<file path="config.mk">
export PLATFORM = sky130hd
export DESIGN_NAME = knn_vote
export DESIGN_NICKNAME = d
export VERILOG_FILES = /design/src/rtl/knn_pkg.sv /design/src/rtl/knn_vote_argmax.sv /design/src/rtl/knn_vote.sv
export SDC_FILE = /design/constraint.sdc
export NUM_CORES = 1
export LEC_CHECK = 0
export CAP_MARGIN = 20
export CORE_MARGIN = 4
export CORE_UTILIZATION = 35
export DETAILED_ROUTE_END_ITERATION = 8
export PLACE_DENSITY_LB_ADDON = 0.15
export SLEW_MARGIN = 20
export SYNTH_ARGS = -nofsm -noshare
export SYNTH_HDL_FRONTEND = slang
export SYNTH_HIERARCHICAL = 1
export SYNTH_SLANG_ARGS = --single-unit
export TNS_END_PERCENT = 50
</file>
<file path="constraint.sdc">
create_clock -name clk -period 3.1 [get_ports clk]
set_input_delay 0.31 -clock clk [delete_from_list [all_inputs] [get_ports clk]]
set_output_delay 0.31 -clock clk [all_outputs]
set_load 0.01 [all_outputs]
</file>
<file path="src/rtl/knn_pkg.sv">
// Shared definitions for the kNN vote stage and its neighbours: the vote
// FSM state type, the systole empty-sentinel value and the neighbour
// countability rule.
package knn_pkg;

  typedef enum logic [2:0] {
    IDLE   = 3'd0,
    COUNT  = 3'd1,
    SELECT = 3'd2,
    TIEBRK = 3'd3,
    DONE   = 3'd4
  } vote_state_t;

  // All-ones value of a sum_len-bit sum; the systole uses it to mark an empty slot.
  function automatic logic [31:0] sum_sentinel(input int unsigned sum_len);
    logic [31:0] v;
    if (sum_len >= 32'd32) begin
      v = 32'hFFFF_FFFF;
    end else begin
      v = (32'd1 << sum_len) - 32'd1;
    end
    return v;
  endfunction

  // A neighbour votes only if its slot is filled and its label names a real class.
  function automatic logic is_countable(input logic [31:0] sum, input logic [31:0] lbl,
                                        input int unsigned sum_len, input int unsigned class_num);
    return (sum != sum_sentinel(sum_len)) && (lbl < class_num);
  endfunction

endpackage

</file>
<file path="src/rtl/knn_vote_argmax.sv">
// Sequential running-max scanner over the per-class vote counters.
// A start pulse arms the scan; one class is examined per cycle and done is
// raised in the cycle that examines the last class, with res_* already
// including that last comparison. Strict '>' keeps the lowest class on ties.
module knn_vote_argmax
  import knn_pkg::*;
#(
  parameter int CLASS_NUM = 4,
  parameter int CNT_W     = 3,
  parameter int LBL_LEN   = 10
) (
  input  logic                             clk,
  input  logic                             rst,
  input  logic                             start,
  input  logic [CLASS_NUM-1:0][CNT_W-1:0]  cnt,
  output logic                             done,
  output logic [LBL_LEN-1:0]               res_lbl,
  output logic [CNT_W-1:0]                 res_cnt
);

  localparam int CIDX_W = (CLASS_NUM > 1) ? $clog2(CLASS_NUM) : 1;
  localparam logic [CIDX_W-1:0] LAST_C = CIDX_W'(CLASS_NUM - 1);

  logic              busy_q, busy_d;
  logic [CIDX_W-1:0] c_q, c_d;
  logic [CNT_W-1:0]  best_cnt_q, best_cnt_d;
  logic [CIDX_W-1:0] best_lbl_q, best_lbl_d;
  logic [CNT_W-1:0]  cur_cnt_s;
  logic [CNT_W-1:0]  nb_cnt_s;
  logic [CIDX_W-1:0] nb_lbl_s;

  // Compare the current class against the running best and advance the scan.
  always_comb begin
    cur_cnt_s  = cnt[c_q];
    busy_d     = busy_q;
    c_d        = c_q;
    best_cnt_d = best_cnt_q;
    best_lbl_d = best_lbl_q;
    if (busy_q && (cur_cnt_s > best_cnt_q)) begin
      nb_cnt_s = cur_cnt_s;
      nb_lbl_s = c_q;
    end else begin
      nb_cnt_s = best_cnt_q;
      nb_lbl_s = best_lbl_q;
    end
    done    = busy_q && (c_q == LAST_C);
    res_cnt = nb_cnt_s;
    res_lbl = LBL_LEN'(nb_lbl_s);
    if (start) begin
      busy_d     = 1'b1;
      c_d        = '0;
      best_cnt_d = '0;
      best_lbl_d = '0;
    end else if (busy_q) begin
      busy_d     = !done;
      c_d        = c_q + CIDX_W'(1);
      best_cnt_d = nb_cnt_s;
      best_lbl_d = nb_lbl_s;
    end else begin
      busy_d = 1'b0;
    end
  end

  // Scanner state registers.
  always_ff @(posedge clk) begin
    if (rst) begin
      busy_q     <= 1'b0;
      c_q        <= '0;
      best_cnt_q <= '0;
      best_lbl_q <= '0;
    end else begin
      busy_q     <= busy_d;
      c_q        <= c_d;
      best_cnt_q <= best_cnt_d;
      best_lbl_q <= best_lbl_d;
    end
  end

endmodule

</file>
<file path="src/rtl/knn_vote.sv">
// kNN majority-vote stage: captures the K nearest (sum, label) pairs,
// counts votes per class one neighbour per cycle, scans for the winner and
// emits one registered result with a single-cycle out_valid strobe.
// Optional macro KNN_VOTE_TIEBRK_EN: resolve equal maxima in favour of the
// class held by the nearest countable neighbour (adds K_NUM cycles).
module knn_vote
  import knn_pkg::*;
#(
  parameter int SUM_LEN   = 10,
  parameter int LBL_LEN   = 10,
  parameter int K_NUM     = 5,
  parameter int CLASS_NUM = 4,
  parameter int CNT_W     = $clog2(K_NUM + 1)
) (
  input  logic                           clk,
  input  logic                           rst,
  input  logic                           in_valid,
  output logic                           in_ready,
  input  logic [K_NUM-1:0][SUM_LEN-1:0]  inS,
  input  logic [K_NUM-1:0][LBL_LEN-1:0]  inL,
  output logic                           out_valid,
  output logic [LBL_LEN-1:0]             out_lbl,
  output logic [CNT_W-1:0]               out_votes,
  output logic                           out_empty
);

  localparam int IDX_W = (K_NUM > 1) ? $clog2(K_NUM) : 1;
  localparam logic [IDX_W-1:0] LAST_IDX = IDX_W'(K_NUM - 1);

  vote_state_t                     state_q, state_d;
  logic [IDX_W-1:0]                idx_q, idx_d;
  logic [K_NUM-1:0][SUM_LEN-1:0]   ins_q, ins_d;
  logic [K_NUM-1:0][LBL_LEN-1:0]   inl_q, inl_d;
  logic [CLASS_NUM-1:0][CNT_W-1:0] cnt_q, cnt_d;
  logic                            in_ready_q, in_ready_d;
  logic                            out_valid_q, out_valid_d;
  logic [LBL_LEN-1:0]              out_lbl_q, out_lbl_d;
  logic [CNT_W-1:0]                out_votes_q, out_votes_d;
  logic                            out_empty_q, out_empty_d;

  logic [SUM_LEN-1:0]              cur_sum_s;
  logic [LBL_LEN-1:0]              cur_lbl_s;
  logic                            cur_ok_s;
  logic                            am_start_s;
  logic                            am_done_s;
  logic [LBL_LEN-1:0]              am_lbl_s;
  logic [CNT_W-1:0]                am_cnt_s;

`ifdef KNN_VOTE_TIEBRK_EN
  logic [LBL_LEN-1:0]              tb_best_lbl_q, tb_best_lbl_d;
  logic [CNT_W-1:0]                tb_best_cnt_q, tb_best_cnt_d;
  logic                            tb_found_q, tb_found_d;
  logic [LBL_LEN-1:0]              tb_lbl_q, tb_lbl_d;
  logic [CNT_W-1:0]                cur_cnt_s;
`endif

  knn_vote_argmax #(
    .CLASS_NUM (CLASS_NUM),
    .CNT_W     (CNT_W),
    .LBL_LEN   (LBL_LEN)
  ) u_argmax (
    .clk     (clk),
    .rst     (rst),
    .start   (am_start_s),
    .cnt     (cnt_q),
    .done    (am_done_s),
    .res_lbl (am_lbl_s),
    .res_cnt (am_cnt_s)
  );

  // Vote FSM: capture, count, select (and optionally tie-break), then publish.
  always_comb begin
    state_d     = state_q;
    idx_d       = idx_q;
    ins_d       = ins_q;
    inl_d       = inl_q;
    cnt_d       = cnt_q;
    out_lbl_d   = out_lbl_q;
    out_votes_d = out_votes_q;
    out_empty_d = out_empty_q;
    am_start_s  = 1'b0;
    cur_sum_s   = ins_q[idx_q];
    cur_lbl_s   = inl_q[idx_q];
    cur_ok_s    = is_countable(32'(cur_sum_s), 32'(cur_lbl_s), SUM_LEN, CLASS_NUM);
`ifdef KNN_VOTE_TIEBRK_EN
    tb_best_lbl_d = tb_best_lbl_q;
    tb_best_cnt_d = tb_best_cnt_q;
    tb_found_d    = tb_found_q;
    tb_lbl_d      = tb_lbl_q;
    cur_cnt_s     = '0;
    for (int c = 0; c < CLASS_NUM; c++) begin
      if (cur_lbl_s == LBL_LEN'(c)) begin
        cur_cnt_s = cnt_q[c];
      end else begin
        cur_cnt_s = cur_cnt_s;
      end
    end
`endif
    case (state_q)
      IDLE: begin
        if (in_valid) begin
          ins_d   = inS;
          inl_d   = inL;
          cnt_d   = '0;
          idx_d   = '0;
          state_d = COUNT;
        end else begin
          state_d = IDLE;
        end
      end
      COUNT: begin
        for (int c = 0; c < CLASS_NUM; c++) begin
          if (cur_ok_s && (cur_lbl_s == LBL_LEN'(c))) begin
            cnt_d[c] = cnt_q[c] + CNT_W'(1);
          end else begin
            cnt_d[c] = cnt_q[c];
          end
        end
        if (idx_q == LAST_IDX) begin
          idx_d      = '0;
          am_start_s = 1'b1;
          state_d    = SELECT;
        end else begin
          idx_d = idx_q + IDX_W'(1);
        end
      end
      SELECT: begin
        if (am_done_s) begin
`ifdef KNN_VOTE_TIEBRK_EN
          tb_best_lbl_d = am_lbl_s;
          tb_best_cnt_d = am_cnt_s;
          tb_found_d    = 1'b0;
          tb_lbl_d      = '0;
          idx_d         = '0;
          state_d       = TIEBRK;
`else
          out_votes_d = am_cnt_s;
          out_empty_d = (am_cnt_s == '0);
          if (am_cnt_s == '0) begin
            out_lbl_d = '0;
          end else begin
            out_lbl_d = am_lbl_s;
          end
          state_d = DONE;
`endif
        end else begin
          state_d = SELECT;
        end
      end
      TIEBRK: begin
`ifdef KNN_VOTE_TIEBRK_EN
        // First (nearest) countable neighbour whose class reached the maximum wins.
        if (!tb_found_q && cur_ok_s && (cur_cnt_s == tb_best_cnt_q)) begin
          tb_found_d = 1'b1;
          tb_lbl_d   = cur_lbl_s;
        end else begin
          tb_found_d = tb_found_q;
        end
        if (idx_q == LAST_IDX) begin
          out_votes_d = tb_best_cnt_q;
          out_empty_d = (tb_best_cnt_q == '0);
          if (tb_best_cnt_q == '0) begin
            out_lbl_d = '0;
          end else if (tb_found_d) begin
            out_lbl_d = tb_lbl_d;
          end else begin
            out_lbl_d = tb_best_lbl_q;
          end
          idx_d   = '0;
          state_d = DONE;
        end else begin
          idx_d   = idx_q + IDX_W'(1);
          state_d = TIEBRK;
        end
`else
        state_d = IDLE;
`endif
      end
      DONE: begin
        state_d = IDLE;
      end
      default: begin
        state_d = IDLE;
      end
    endcase
    in_ready_d  = (state_d == IDLE);
    out_valid_d = (state_d == DONE);
  end

  // State, captured neighbour set, counters and registered outputs.
  always_ff @(posedge clk) begin
    if (rst) begin
      state_q     <= IDLE;
      idx_q       <= '0;
      ins_q       <= '0;
      inl_q       <= '0;
      cnt_q       <= '0;
      in_ready_q  <= 1'b1;
      out_valid_q <= 1'b0;
      out_lbl_q   <= '0;
      out_votes_q <= '0;
      out_empty_q <= 1'b0;
`ifdef KNN_VOTE_TIEBRK_EN
      tb_best_lbl_q <= '0;
      tb_best_cnt_q <= '0;
      tb_found_q    <= 1'b0;
      tb_lbl_q      <= '0;
`endif
    end else begin
      state_q     <= state_d;
      idx_q       <= idx_d;
      ins_q       <= ins_d;
      inl_q       <= inl_d;
      cnt_q       <= cnt_d;
      in_ready_q  <= in_ready_d;
      out_valid_q <= out_valid_d;
      out_lbl_q   <= out_lbl_d;
      out_votes_q <= out_votes_d;
      out_empty_q <= out_empty_d;
`ifdef KNN_VOTE_TIEBRK_EN
      tb_best_lbl_q <= tb_best_lbl_d;
      tb_best_cnt_q <= tb_best_cnt_d;
      tb_found_q    <= tb_found_d;
      tb_lbl_q      <= tb_lbl_d;
`endif
    end
  end

  assign in_ready  = in_ready_q;
  assign out_valid = out_valid_q;
  assign out_lbl   = out_lbl_q;
  assign out_votes = out_votes_q;
  assign out_empty = out_empty_q;

endmodule
</file>
# --- Word-level counts from Yosys, hierarchy flattened ---
# Cells that the tools add are included.
totals:
  regBits: 142
  latchBits: 0
  ram_bits: 0
  mem_bits_ro: 0
  elab_cells: 96
  memories: 0
op_classes:
  add_sub_neg: 6
  multipliers: 0
  div: 0
  order_cmp: 4
  eq_ne: 14
  n_shift: 0
  n_mux: 26
  bitwise: 0
  reduce_logical: 21
ops:
  columns: ["operator", "n"]
  rows:
  - ["10-bit binary-select mux with 3-bit select", 2]
  - ["3-bit 2-to-1 mux", 10]
  - ["12-bit one-hot mux with 2 select lines", 1]
  - ["10-bit by 2-bit equality test with 1-bit output, second input constant", 2]
  - ["10-bit 2-to-1 mux", 2]
  - ["3-bit by 1-bit adder with 3-bit output, second input constant", 5]
  - ["12-bit 2-to-1 mux", 1]
  - ["3-bit AND reduction", 4]
  - ["10-bit by 1-bit equality test with 1-bit output, second input constant", 1]
  - ["10-bit logical NOT", 1]
  - ["10-bit by 3-bit < comparator with 1-bit output, second input constant", 1]
  - ["10-bit != test, second input constant", 1]
  - ["2-bit != test, second input constant", 5]
  - ["3-bit logical NOT", 3]
  - ["3-bit one-hot mux with 3 select lines", 1]
  - ["1-bit logical AND", 7]
  - ["3-bit binary-select mux with 2-bit select", 1]
  - ["3-bit equality test, second input constant", 2]
  - ["3-bit one-hot mux with 2 select lines", 1]
  - ["2-bit AND reduction", 3]
  - ["1-bit 2-to-1 mux", 5]
  - ["3-bit by 4-bit < comparator with 1-bit output, second input constant", 1]
  - ["2-bit 2-to-1 mux", 2]
  - ["3-bit by 1-bit equality test with 1-bit output, second input constant", 1]
  - ["8 further kinds", 8]

# --- Longest topological paths before layout ---
# Gate-level depths: netlist (run 1).
logic_depth:
  ltp_word: 7
  mapped_depth: 12

# --- Hierarchy ---
# The synthesis (run 1) kept the hierarchy.
modules_own_cells:
  columns: ["module", "instances", "cells_per_inst", "area_each_um2", "seq_area_each_um2"]
  rows:
  - ["knn_vote", 1, 681, 5393.9, 2682.6]
  - ["knn_vote_argmax", 1, 64, 559.3, 160.2]

# --- Worst setup path before layout (run 1) ---
# No wires, ideal clock.
synth_timing:
  path_type: "register to register"
  from: "reg u_argmax.c_q[0]"
  to: "reg out_lbl_q[0], in the netlist out_lbl[0]"
  setup_time_ps: 117
  t_arrival_ps: 2495
  required_time_ps: 2983
  slack_ps: 488
  stages_incl_launch_ff: 12
  n_path_buf: 2
  period_less_slack_ps: 2612
  cell_sequence: "dfxtp_1 -> buf_6 -> mux4_2 -> ha_1 -> nor2b_1 -> o31a_1 -> nand3_1 -> nand2_1 -> nor3_1 -> nor2b_1 -> clkbuf_1 -> a22o_1"
synth_between:
  elab_chain_cells: 7
  word_cells_on_any_way: 11
  classes_between: "1 x order compare; 1 x eq/ne; 5 x mux; 4 x reduce/logical"
synth_lines:
  columns: ["item", "line_no", "source"]
  rows:
  - ["start, declared", "knn_vote_argmax.sv:25", "logic [CIDX_W-1:0] c_q, c_d;"]
  - ["start signal, assigned", "knn_vote_argmax.sv:68", "c_q <= '0;"]
  - ["start signal, assigned", "knn_vote_argmax.sv:73", "c_q <= c_d;"]
  - ["3-bit binary-select mux with 2-bit select *", "knn_vote_argmax.sv:34", "cur_cnt_s = cnt[c_q];"]
  - ["3-bit 2-to-1 mux (not written as such) *", "knn_vote_argmax.sv:34", null]
  - ["3-bit greater-than comparator", "knn_vote_argmax.sv:39", "if (busy_q && (cur_cnt_s > best_cnt_q)) begin"]
  - ["1-bit logical AND", "knn_vote_argmax.sv:39", null]
  - ["3-bit 2-to-1 mux *", "knn_vote_argmax.sv:39", null]
  - ["via am_cnt_s[2]", "knn_vote.sv:47", "logic [CNT_W-1:0] am_cnt_s;"]
  - ["3-bit logical NOT *", "knn_vote.sv:139", "if (am_cnt_s == '0) begin"]
  - ["2-bit 2-to-1 mux *", "knn_vote.sv:139", null]
  - ["end signal, assigned", "knn_vote.sv:217", "out_lbl_q <= out_lbl_d;"]
  - ["end, declared", "knn_vote.sv:37", "logic [LBL_LEN-1:0] out_lbl_q, out_lbl_d;"]
# Mark *: on every way through the listed nets, which the timed path passes. The rest lies on a longest branch. The select of a mux whose other input is x is not followed.
# A chain may end at the register's enable or synchronous reset.

# --- Worst setup path in the final report (run 1) ---
layout_timing:
  from: "reg u_argmax.c_q[0]"
  to: "reg out_lbl_q[1], in the netlist out_lbl[1]"
# The elaborated chain is that of the path after synthesis.

==> results.md, run 1 <==
- Setup crit end kind: flop
- Inserted Clock Buffers: 17
- Status: complete, no violations
- Ant diodes: 0
- Min Hold Slack: 0.352 ns
- Max Clk Rate: 350 MHz
- Leakage: 2.88 nW
- First-pass GRT wire length: 25.3 mm
- Wire length per cell: 13.9 um
- Sw Pwr: 1.10 mW
- Register bit total from synthesis: 142
- Post-synthesis sequential area ratio: 47.8%
- Initial Util: 35.8%
- TritonCTS clock tree: built
- Top-level port count: 119
- CP Launch Type: flop
- HP Class: in2reg
- RR Startpoint: u_argmax/c_q[0]$_SDFFE_PP0P_
- Main synth FF type: dfxtp_1
- H-tree depth: 4
- Fin crit share: 92.0%
- Final setup viols: 0
- Die Span X: 138 um
- Arr. time, crit path: 3.21 ns
- Worst-Margin Slew: 0.804 ns
- Most frequent cells in the layout: 212 x nand2_1, 142 x dfxtp_1, 119 x a21oi_1
- Die Area: 0.0192 mm2
- Clock share of power: 43.7%
- Most common cell after layout, fill and taps aside: nand2_1
- DIE HEIGHT: 138 um
- Worst Setup Path Type: reg2reg
- Skew-Pair Late Insertion Delay: 0.41 ns
- Rel. slew slack: 46.3%
- Number of antenna violations at the first check in global routing: 0
- CTS Root Cell: clkbuf_16
- Combinational share of power: 11.5%
- Post-Place Cells: 1044
- Synth Cell Area: 0.00595 mm2
- First DRT Iteration DRCs: 284
- Ys Warns: 6
- Synthesized netlist cell count: 745
- GPL Wtd Cong: 0.838
- Final non-filler cell total: 1076
- Clock Pin Slew Worst Setup and Hold Paths: 0.06 ns
- PwrDens: 562 mW/mm2
- Vias post-DR: 5292
- Fin Setup TNS: 0 ns
- # Max-Cap Violations: 0
- Clk_skew: 0.00649 ns
- GRT overflow: 0
- Gr usage total: 15.7%
- Worst setup path start: u_argmax/c_q[0]$_SDFFE_PP0P_
- Asr flop ratio synth: 0%
- DP Wirelength: 11.0 mm
- Clk buf depth: 2
- P_int: 3.30 mW
- IO Port Bufs: 118
- Share of layout cells above drive strength 1: 6.31%
- Reg power frac: 44.8%
- Core area: 0.0166 mm2
- Fin area: 0.00785 mm2
- Fillers: 1578
- DRT Pass-1 Iters: 5
- Vias in the first global route: 5331
- Hold violation total from the final report: 0
- Pin count of the biggest net entering global routing: 75
- Drt drc: 0
- Final worst path period need: 2.85 ns
- Critical path fanouts, max: 10
- Switching Fraction: 25.0%
- Post-synth EDFFs: 0
- Area grow syn2layout: 31.8%
- Unrepaired setup endpoints after global routing: false
- Syn_area_per_cell: 7.99 um2
- CP Data Required Time: 3.46 ns
- Slew Limit Fails: 0
- VDD IR max: 0.000399 V
- Number of hold buffers added after CTS: 0
- Vias/cell: 4.92
- Hold path start: rst
- DRT antenna net count: 0
- # clock sinks: 142
- Total Wirelength: 14.9 mm
- Library cells used by synthesis: 50
- Nets: 956
- Post-layout total power: 4.41 mW
- Rows: 47
- Placed cell area: 0.00728 mm2
stage by stage:
stage / util, % / worst slack [ns]
2_1_floorplan: - / 0.488
3_3_place_gp: 43.7 / 0.285
3_5_place_dp: 43.7 / 0.0223
4_1_cts: 47.1 / 0.0410
5_1_grt: 47.2 / 0.00923
6_report: 47.2 / 0.247
state kept, by name, summed over array words and instances (netlist names):
signal and flops:
cnt_q 12, idx_q 3, in_ready 1, inl_q 50, ins_q 50, out_empty 1
out_lbl 10, out_valid 1, out_votes 3, state_q 3, u_argmax/best_cnt_q 3, u_argmax/best_lbl_q 2
u_argmax/busy_q 1, u_argmax/c_q 2
power by group through the flow:
stage               Clock [mW]  Combinational, mW  Sequential (mW)
finish                    1.93              0.507             1.97
global placement             0              0.499             2.01
global route              2.06              0.564             1.99
CTS                       1.97              0.511             1.97
detailed placement           0              0.509             2.01
floorplan                    0              0.298             2.00
cell type report:
type,count,area [um2],share of cell area (%)
clock inverter,13,114,1.45
tap,220,275,3.51
inverter,17,63.8,0.813
timing repair buffer,128,1280,16.3
clock buffer,19,453,5.77
multi-input combinational,537,2820,35.9
sequential,142,2840,36.2
worst max-delay path: stages (launching register included):
cell and delay (ns):
dfxtp_1 0.42, mux4_2 0.55, ha_1 0.34, nor2b_1 0.17, o31ai_2 0.35, o21ai_0 0.21
nand2_1 0.12, nor3_1 0.07, nor2b_2 0.36, a22o_1 0.19
what timing repair did:
item,4_1_cts,5_1_grt
buffers inserted,0,0
gates resized for setup,0,1
setup endpoints to repair,0,2
path summary, 6_finish.rpt:
path	depth (start not counted)	slack, ns	endpoint
max	9	0.25	out_lbl[1]$_SDFFE_PP0P_
min reg2reg	2	0.45	ins_q[27]$_SDFFE_PP0P_
max reg2reg	9	0.25	out_lbl[1]$_SDFFE_PP0P_
min	2	0.35	out_votes[2]$_SDFFE_PP0P_
per-layer routing:
metal  vias up  share of wire, %  wire, um  GRT usage [%]
met5         -                 0         0              0
met4         0               1.9       289           5.41
met3        24               4.9       731           4.21
met2       123                47      7010           25.5
met1      2414                46      6920           20.4
li1       2731                 -         -              -
cell families after synthesis:
family / count (synthesis) / synth area share, %
AOI/OAI and AO/OA: 188 / 18.5
buffers and inverters: 73 / 5.46
xor gates and xnor gates: 1 / 0.147
DFF: 142 / 47.8
muxes: 16 / 3.32
and+or+nand+nor: 314 / 22.6
adders and majority gates: 10 / 2.10
other: 1 / 0.0630
synthesized netlist by cell type (2+ instances only):
cell type	number	area [um2]
mux2i_1	13	130
buf_4	9	67.6
nor2_1	33	124
mux4_2	3	67.6
a22o_1	10	87.6
inv_1	17	63.8
and2_1	2	12.5
nand4_1	10	62.6
buf_2	2	10.0
nand2_1	212	796
nand2b_1	7	43.8
a211oi_1	4	30.0
nand3b_1	2	15.0
o2111ai_1	6	52.6
a21oi_1	119	596
nor4_1	6	37.5
nor2b_1	4	25.0
o22ai_1	6	37.5
a311oi_1	2	17.5
nand3_1	10	50.1
o21ai_1	9	45.0
o32ai_1	5	43.8
buf_6	2	22.5
or3_1	3	18.8
dfxtp_1	142	2840
a2111oi_1	2	20.0
o211ai_1	3	22.5
and3_1	3	18.8
clkbuf_1	43	161
o21a_1	3	22.5
o21ai_0	12	60.1
or2_1	2	12.5
nor3_1	13	65.1
ha_1	10	125
Power figures use the tool's default switching activity.
==> run 2, diff against run 1 <==
--- a/config.mk
+++ b/config.mk
@@ -8,6 +8,7 @@
 export CAP_MARGIN = 20
 export CORE_MARGIN = 4
 export CORE_UTILIZATION = 35
+export CTS_CLUSTER_SIZE = 10
 export DETAILED_ROUTE_END_ITERATION = 8
 export PLACE_DENSITY_LB_ADDON = 0.15
 export SLEW_MARGIN = 20
==> results of run 2 <==
No change in the layout: final DEF, timing and power equal those of run 1.
==> patch 1: new RTL, flow settings as in run 2 <==
`SUM_LEN`: 10 -> 20.
--- a/src/rtl/knn_vote.sv
+++ b/src/rtl/knn_vote.sv
@@ -6,7 +6,7 @@
 module knn_vote
   import knn_pkg::*;
 #(
-  parameter int SUM_LEN   = 10,
+  parameter int SUM_LEN   = 20,
   parameter int LBL_LEN   = 10,
   parameter int K_NUM     = 5,
   parameter int CLASS_NUM = 4,
Interface: changed (resized inS); port bits go from 119 to 169. The function was not compared with the original's and may differ.
==> patch 1 against run 2 <==
  * Sequential cell count rose by 50
  * Core utilization grew 0.33 points
  * Worst setup slack gained 0.14 ns
  * Highest routed layer unchanged
  * Design area up 28%
  * Power increased by 26%
  * Routed wire length increased by 32%
  * Largest cell class unchanged
  * Maximum frequency up 5.1%
  * Critical path type unchanged
  * Synthesized area up 28%
  * Critical endpoint is now out_lbl[0]$_SDFFE_PP0P_
  * Largest power group unchanged
==> patch 1: results (changes against run 2) <==
Worst-path clk slew 0.07 ns; Clock Skews 0.0132 ns (+0.00673 ns); DR vias 6611 (+25%); Slew HR 0.457 (-0.00535); H-tree Lvls 4 (unchanged); GR Util met3 0.0408 (-0.00135); routing usage on met1 0.230 (+0.0267); dpl ws 0.167 ns (+0.145 ns); gr usage total 0.161 (+0.00402); status finished clean; Clock Latency Late Sink 0.42 ns; worst vdd ir 0.343 mV (-14%); share of layout cells above drive strength 1 0.0514 (-0.0117); detailed-router iteration count before antenna repair 4 (-1); fin nets 1239 (+30%); P_leak 3.73 nW (+29%); GR met2 Demand/Resource 0.245 (-0.0106); final hold slack 0.337 ns (-0.0156 ns); FFs w/ async S/R, synth 0 (unchanged); YS warnings 6 (unchanged); Detail Placement HPWL 13800 um (+25%); Seq/Total Area, Yosys 0.504 (+0.0266); biggest regs ins_q (100), inl_q (50), cnt_q (12); worst hold path class in -> reg; Area contributors post-synth dfxtp_1 (50%), nand2_1 (15%), a21oi_1 (11%); Post-synth top cells nand2_1 (309), dfxtp_1 (192), a21oi_1 (162); Antenna Cells 0 (unchanged); global-route wire length before repair 32000 um (+27%); number of port buffers 168 (+42%); initial DRC count 353 (+24%); Non-Filler Instances 1364 (+27%); RePlAce Congestion 0.774 (-7.6%); CTS root buf clkbuf_16; FMAX 368 MHz (+5.1%); NetSw 1.30 mW (+18%); R2R Setup Slk 0.38 ns (+0.14 ns); Cell Area, Placed 0.00947 sq mm (+30%); Max clock buf depth 2 (unchanged); vias in the first global route 6351 (+19%); critical path data arrival time 3.08 ns (-0.13 ns); initial antenna violation count 0 (unchanged); Yosys cell types 57 (+14%); largest net degree at the start of global routing 152 (+100%); worst-path fanout max 10 (unchanged); top_reg_cell synth dfxtp_1; Routed wire per std cell 14.5 um (+4.5%); Post-Synthesis Cells 941 (+26%); Placed Cells 1332 (+28%); total CTS buffers 17 (unchanged)
==> patch 1: worst max-delay path, cell delays in order, from the launching register on <==
cell     delay, ns
dfxtp_1       0.43
mux4_2        0.56
ha_1          0.30
nor2b_1       0.15
o31ai_2       0.32
o21ai_0       0.18
nand2_1       0.12
nor3_1        0.08
nor2b_2       0.34
a22o_1        0.18
==> patch 1: final cells by class <==
cell class	count	area, sq um
clock buffer	24	482
clock inverter	8	128
fill	2174	11100
inverter	8	30.0
multi-input combinational	680	3480
sequential	192	3840
tap	275	344
timing repair buffer	177	1770
==> patch 1: cells by family after synthesis <==
family,share of synthesized area
AO/OA/AOI/OAI,0.168
XOR/XNOR,0.00115
adder cells (fa/ha/maj),0.0164
buffers and inverters,0.0443
flip-flops,0.504
multiplexers,0.0300
other,0.000492
AND/OR/NAND/NOR,0.235
==> patch 1: routing by layer <==
layer / vias to the layer above / share of wire
li1: 3466 / -
met1: 3000 / 0.50
met2: 134 / 0.44
met3: 11 / 0.056
met4: 0 / 0.0080
met5: - / 0
==> patch 1: power groups by stage <==
stage / Clock (mW) / Sequential [mW] / Combinational [mW]
after floorplan: 0 / 2.70 / 0.333
after global placement: 0 / 2.72 / 0.611
after detailed placement: 0 / 2.72 / 0.613
after CTS: 2.33 / 2.66 / 0.615
after global routing: 2.42 / 2.68 / 0.681
final: 2.27 / 2.66 / 0.606
==> patch 1: path summary, 6_finish.rpt <==
check             cells after the start                         start                          to
setup / recovery                      9  u_argmax/c_q[0]$_SDFFE_PP0P_     out_lbl[0]$_SDFFE_PP0P_
hold / removal                        2                           rst  u_argmax/busy_q$_SDFF_PP0_
setup reg to reg                      9  u_argmax/c_q[0]$_SDFFE_PP0P_     out_lbl[0]$_SDFFE_PP0P_
hold reg to reg                       2        inl_q[17]$_SDFFE_PP0P_      inl_q[17]$_SDFFE_PP0P_
==> patch 1: repair_timing <==
item,4_1_cts,5_1_grt
buffers inserted,0,0
endpoints found under the setup margin,0,2
gates resized for setup,0,1
==> patch 2: new RTL, settings of run 2 <==
Without the edit above. The 5 states of `vote_state_t` get a one-hot encoding in 5 bits.
--- a/src/rtl/knn_pkg.sv
+++ b/src/rtl/knn_pkg.sv
@@ -3,12 +3,12 @@
 // countability rule.
 package knn_pkg;
 
-  typedef enum logic [2:0] {
-    IDLE   = 3'd0,
-    COUNT  = 3'd1,
-    SELECT = 3'd2,
-    TIEBRK = 3'd3,
-    DONE   = 3'd4
+  typedef enum logic [4:0] {
+    IDLE   = 5'b00001,
+    COUNT  = 5'b00010,
+    SELECT = 5'b00100,
+    TIEBRK = 5'b01000,
+    DONE   = 5'b10000
   } vote_state_t;
 
   // All-ones value of a sum_len-bit sum; the systole uses it to mark an empty slot.
Check against the original RTL: no difference found for any inputs over 10 cycles, from zero or initial values and one cycle with rst high; not proved beyond that.
==> patch 2 against run 2 <==
  * Design area is 1.1% higher
  * Clock skew is 0.0046 ns higher
  * Sequential cell count is 2 higher
  * Cell count is 1.7% lower
  * Combinational power is 31% lower
  * Worst setup slack better by 0.036 ns
  * Routed wire length is 0.87% lower
  * Power is 2.8% lower
  * Synthesized area is 0.74% higher
  * Synthesized cell count is 3.1% lower
==> patch 2: results (changes against run 2) <==
Antenna Cells 0 (unchanged); worst-margin pin slew 0.932 ns (+0.129 ns); R2R depth 9 (unchanged); Clock Latency Late Sink approximately 0.42 ns; initial DRC count 220 (-23%); Yosys cell types 65 (+30%); Placed Cells 1025 (-1.8%); R2R Setup Slk 0.28 ns (+0.04 ns); YS warnings 6 (unchanged); Hold Path Origin rst; biggest regs inl_q (50), ins_q (50), cnt_q (12); initial antenna violation count 0 (unchanged); share of power burned in registers 0.455 (+0.007); slowest stage cell, crit path mux4_2; slowest stage delay, CP 0.57 ns (+0.02 ns); Slew Limit Fails 0 (unchanged); Hold Path Stages 2 (unchanged); Area contributors post-synth dfxtp_1 (48%), nand2_1 (13%), a21oi_1 (10%); worst hold path class in -> reg; postcts setup bufs 0 (unchanged); Post-Synthesis Cells 722 (-3.1%); largest net degree at the start of global routing 108 (+44%); GR Util met3 0.0434 (+0.00132); Max clock buf depth 2 (unchanged); share of layout cells above drive strength 1 0.0823 (+0.0193); Worst-path clk slew 0.06 ns (about the same); post-CTS resize count 0 (unchanged); number of port buffers 118 (unchanged); vias per cell 4.92 (+0.11%); global-route wire length before repair 24600 um (-2.7%); gr usage total 0.155 (-0.00257); total CTS buffers 17 (unchanged); Post-synth top cells nand2_1 (215), dfxtp_1 (144), a21oi_1 (120); status finished clean; DR vias 5209 (-1.6%); Detail Placement HPWL 11000 um (-0.23%); critical path data arrival time 3.18 ns (-0.03 ns); Max Cap Violations 0 (unchanged); worst vdd ir 0.404 mV (+1.1%); CTS root buf clkbuf_16; routing usage on met1 0.197 (-0.00632); drt total wl 14800 um (-0.87%); GR met2 Demand/Resource 0.250 (-0.00482); Clock Skews 0.0111 ns (+0.00462 ns); worst hold path endpoint out_empty$_SDFFE_PP0P_; detailed-router iteration count before antenna repair 5 (unchanged); H-tree Lvls 4 (unchanged); Clock power frac 0.463 (+0.026); FFs w/ async S/R, synth 0 (unchanged); Internal Power 3.34 mW (+1.1%); P_leak 2.85 nW (-0.97%); crit path to out_lbl[1]$_SDFFE_PP0P_; fin nets 938 (-1.9%); Seq/Total Area, Yosys 0.481 (+0.00319); worst-path fanout max 10 (unchanged); Antenna Nets Post-Route 0 (unchanged); CP Launch Point u_argmax/c_q[0]$_SDFFE_PP0P_; RePlAce Congestion 0.778 (-7.1%)
## patch 2: changes by cell type after synthesis, sizes merged, moves of 4 or more
cell and change:
clkbuf -7, inv -7, mux2 +5, mux2i -7
nand2b -4, nand3b +5, nor3b +4, o2111ai -5
o21ai -7, o22ai -5, o32ai -5
## patch 2: worst max-delay path, delay by kind of cell (launching register included)
family	cells	cell delay, ns
compound gates	3	0.72
simple gates	4	0.67
mux	1	0.57
flops	1	0.50
fa+ha+maj	1	0.31
## patch 2: stage by stage
stage | power [mW] | area (sq um) | worst slack (ns) | hold slack (ns) | utilization
floorplan | 2.16 | 6020 | 0.546 | 0.382 | -
CTS | 4.33 | 7900 | 0.112 | 0.284 | 0.473
global route | 4.46 | 7940 | 0.0935 | 0.304 | 0.475
finish | 4.28 | 7940 | 0.283 | 0.295 | 0.475
detailed placement | 2.34 | 7320 | 0.121 | 0.443 | 0.438
global placement | 2.33 | 7320 | 0.279 | 0.438 | 0.438
## patch 2: layer usage
| layer | routed length [um] | share of wire |
|---|---|---|
| met4 | 284 | 0.019 |
| met5 | 0 | 0 |
| met2 | 7260 | 0.49 |
| met3 | 668 | 0.045 |
| met1 | 6600 | 0.45 |
## patch 2: cells by family after synthesis
logic type	count (synthesis)	synth area share
AOI/OAI and AO/OA	170	0.167
other	2	0.00125
and+or+nand+nor	317	0.245
muxes	15	0.0351
DFF	144	0.481
buffers and inverters	62	0.0478
adders and majority gates	10	0.0209
xor gates and xnor gates	2	0.00292
## patch 2: layout make-up
class | instances | area (sq um)
well taps | 220 | 275
inverters | 10 | 37.5
fillers | 1627 | 8760
repair buffers | 129 | 1280
flip-flops and latches | 144 | 2880
multi-input cells | 523 | 2880
clock inverters | 10 | 109
clock buffers | 22 | 474
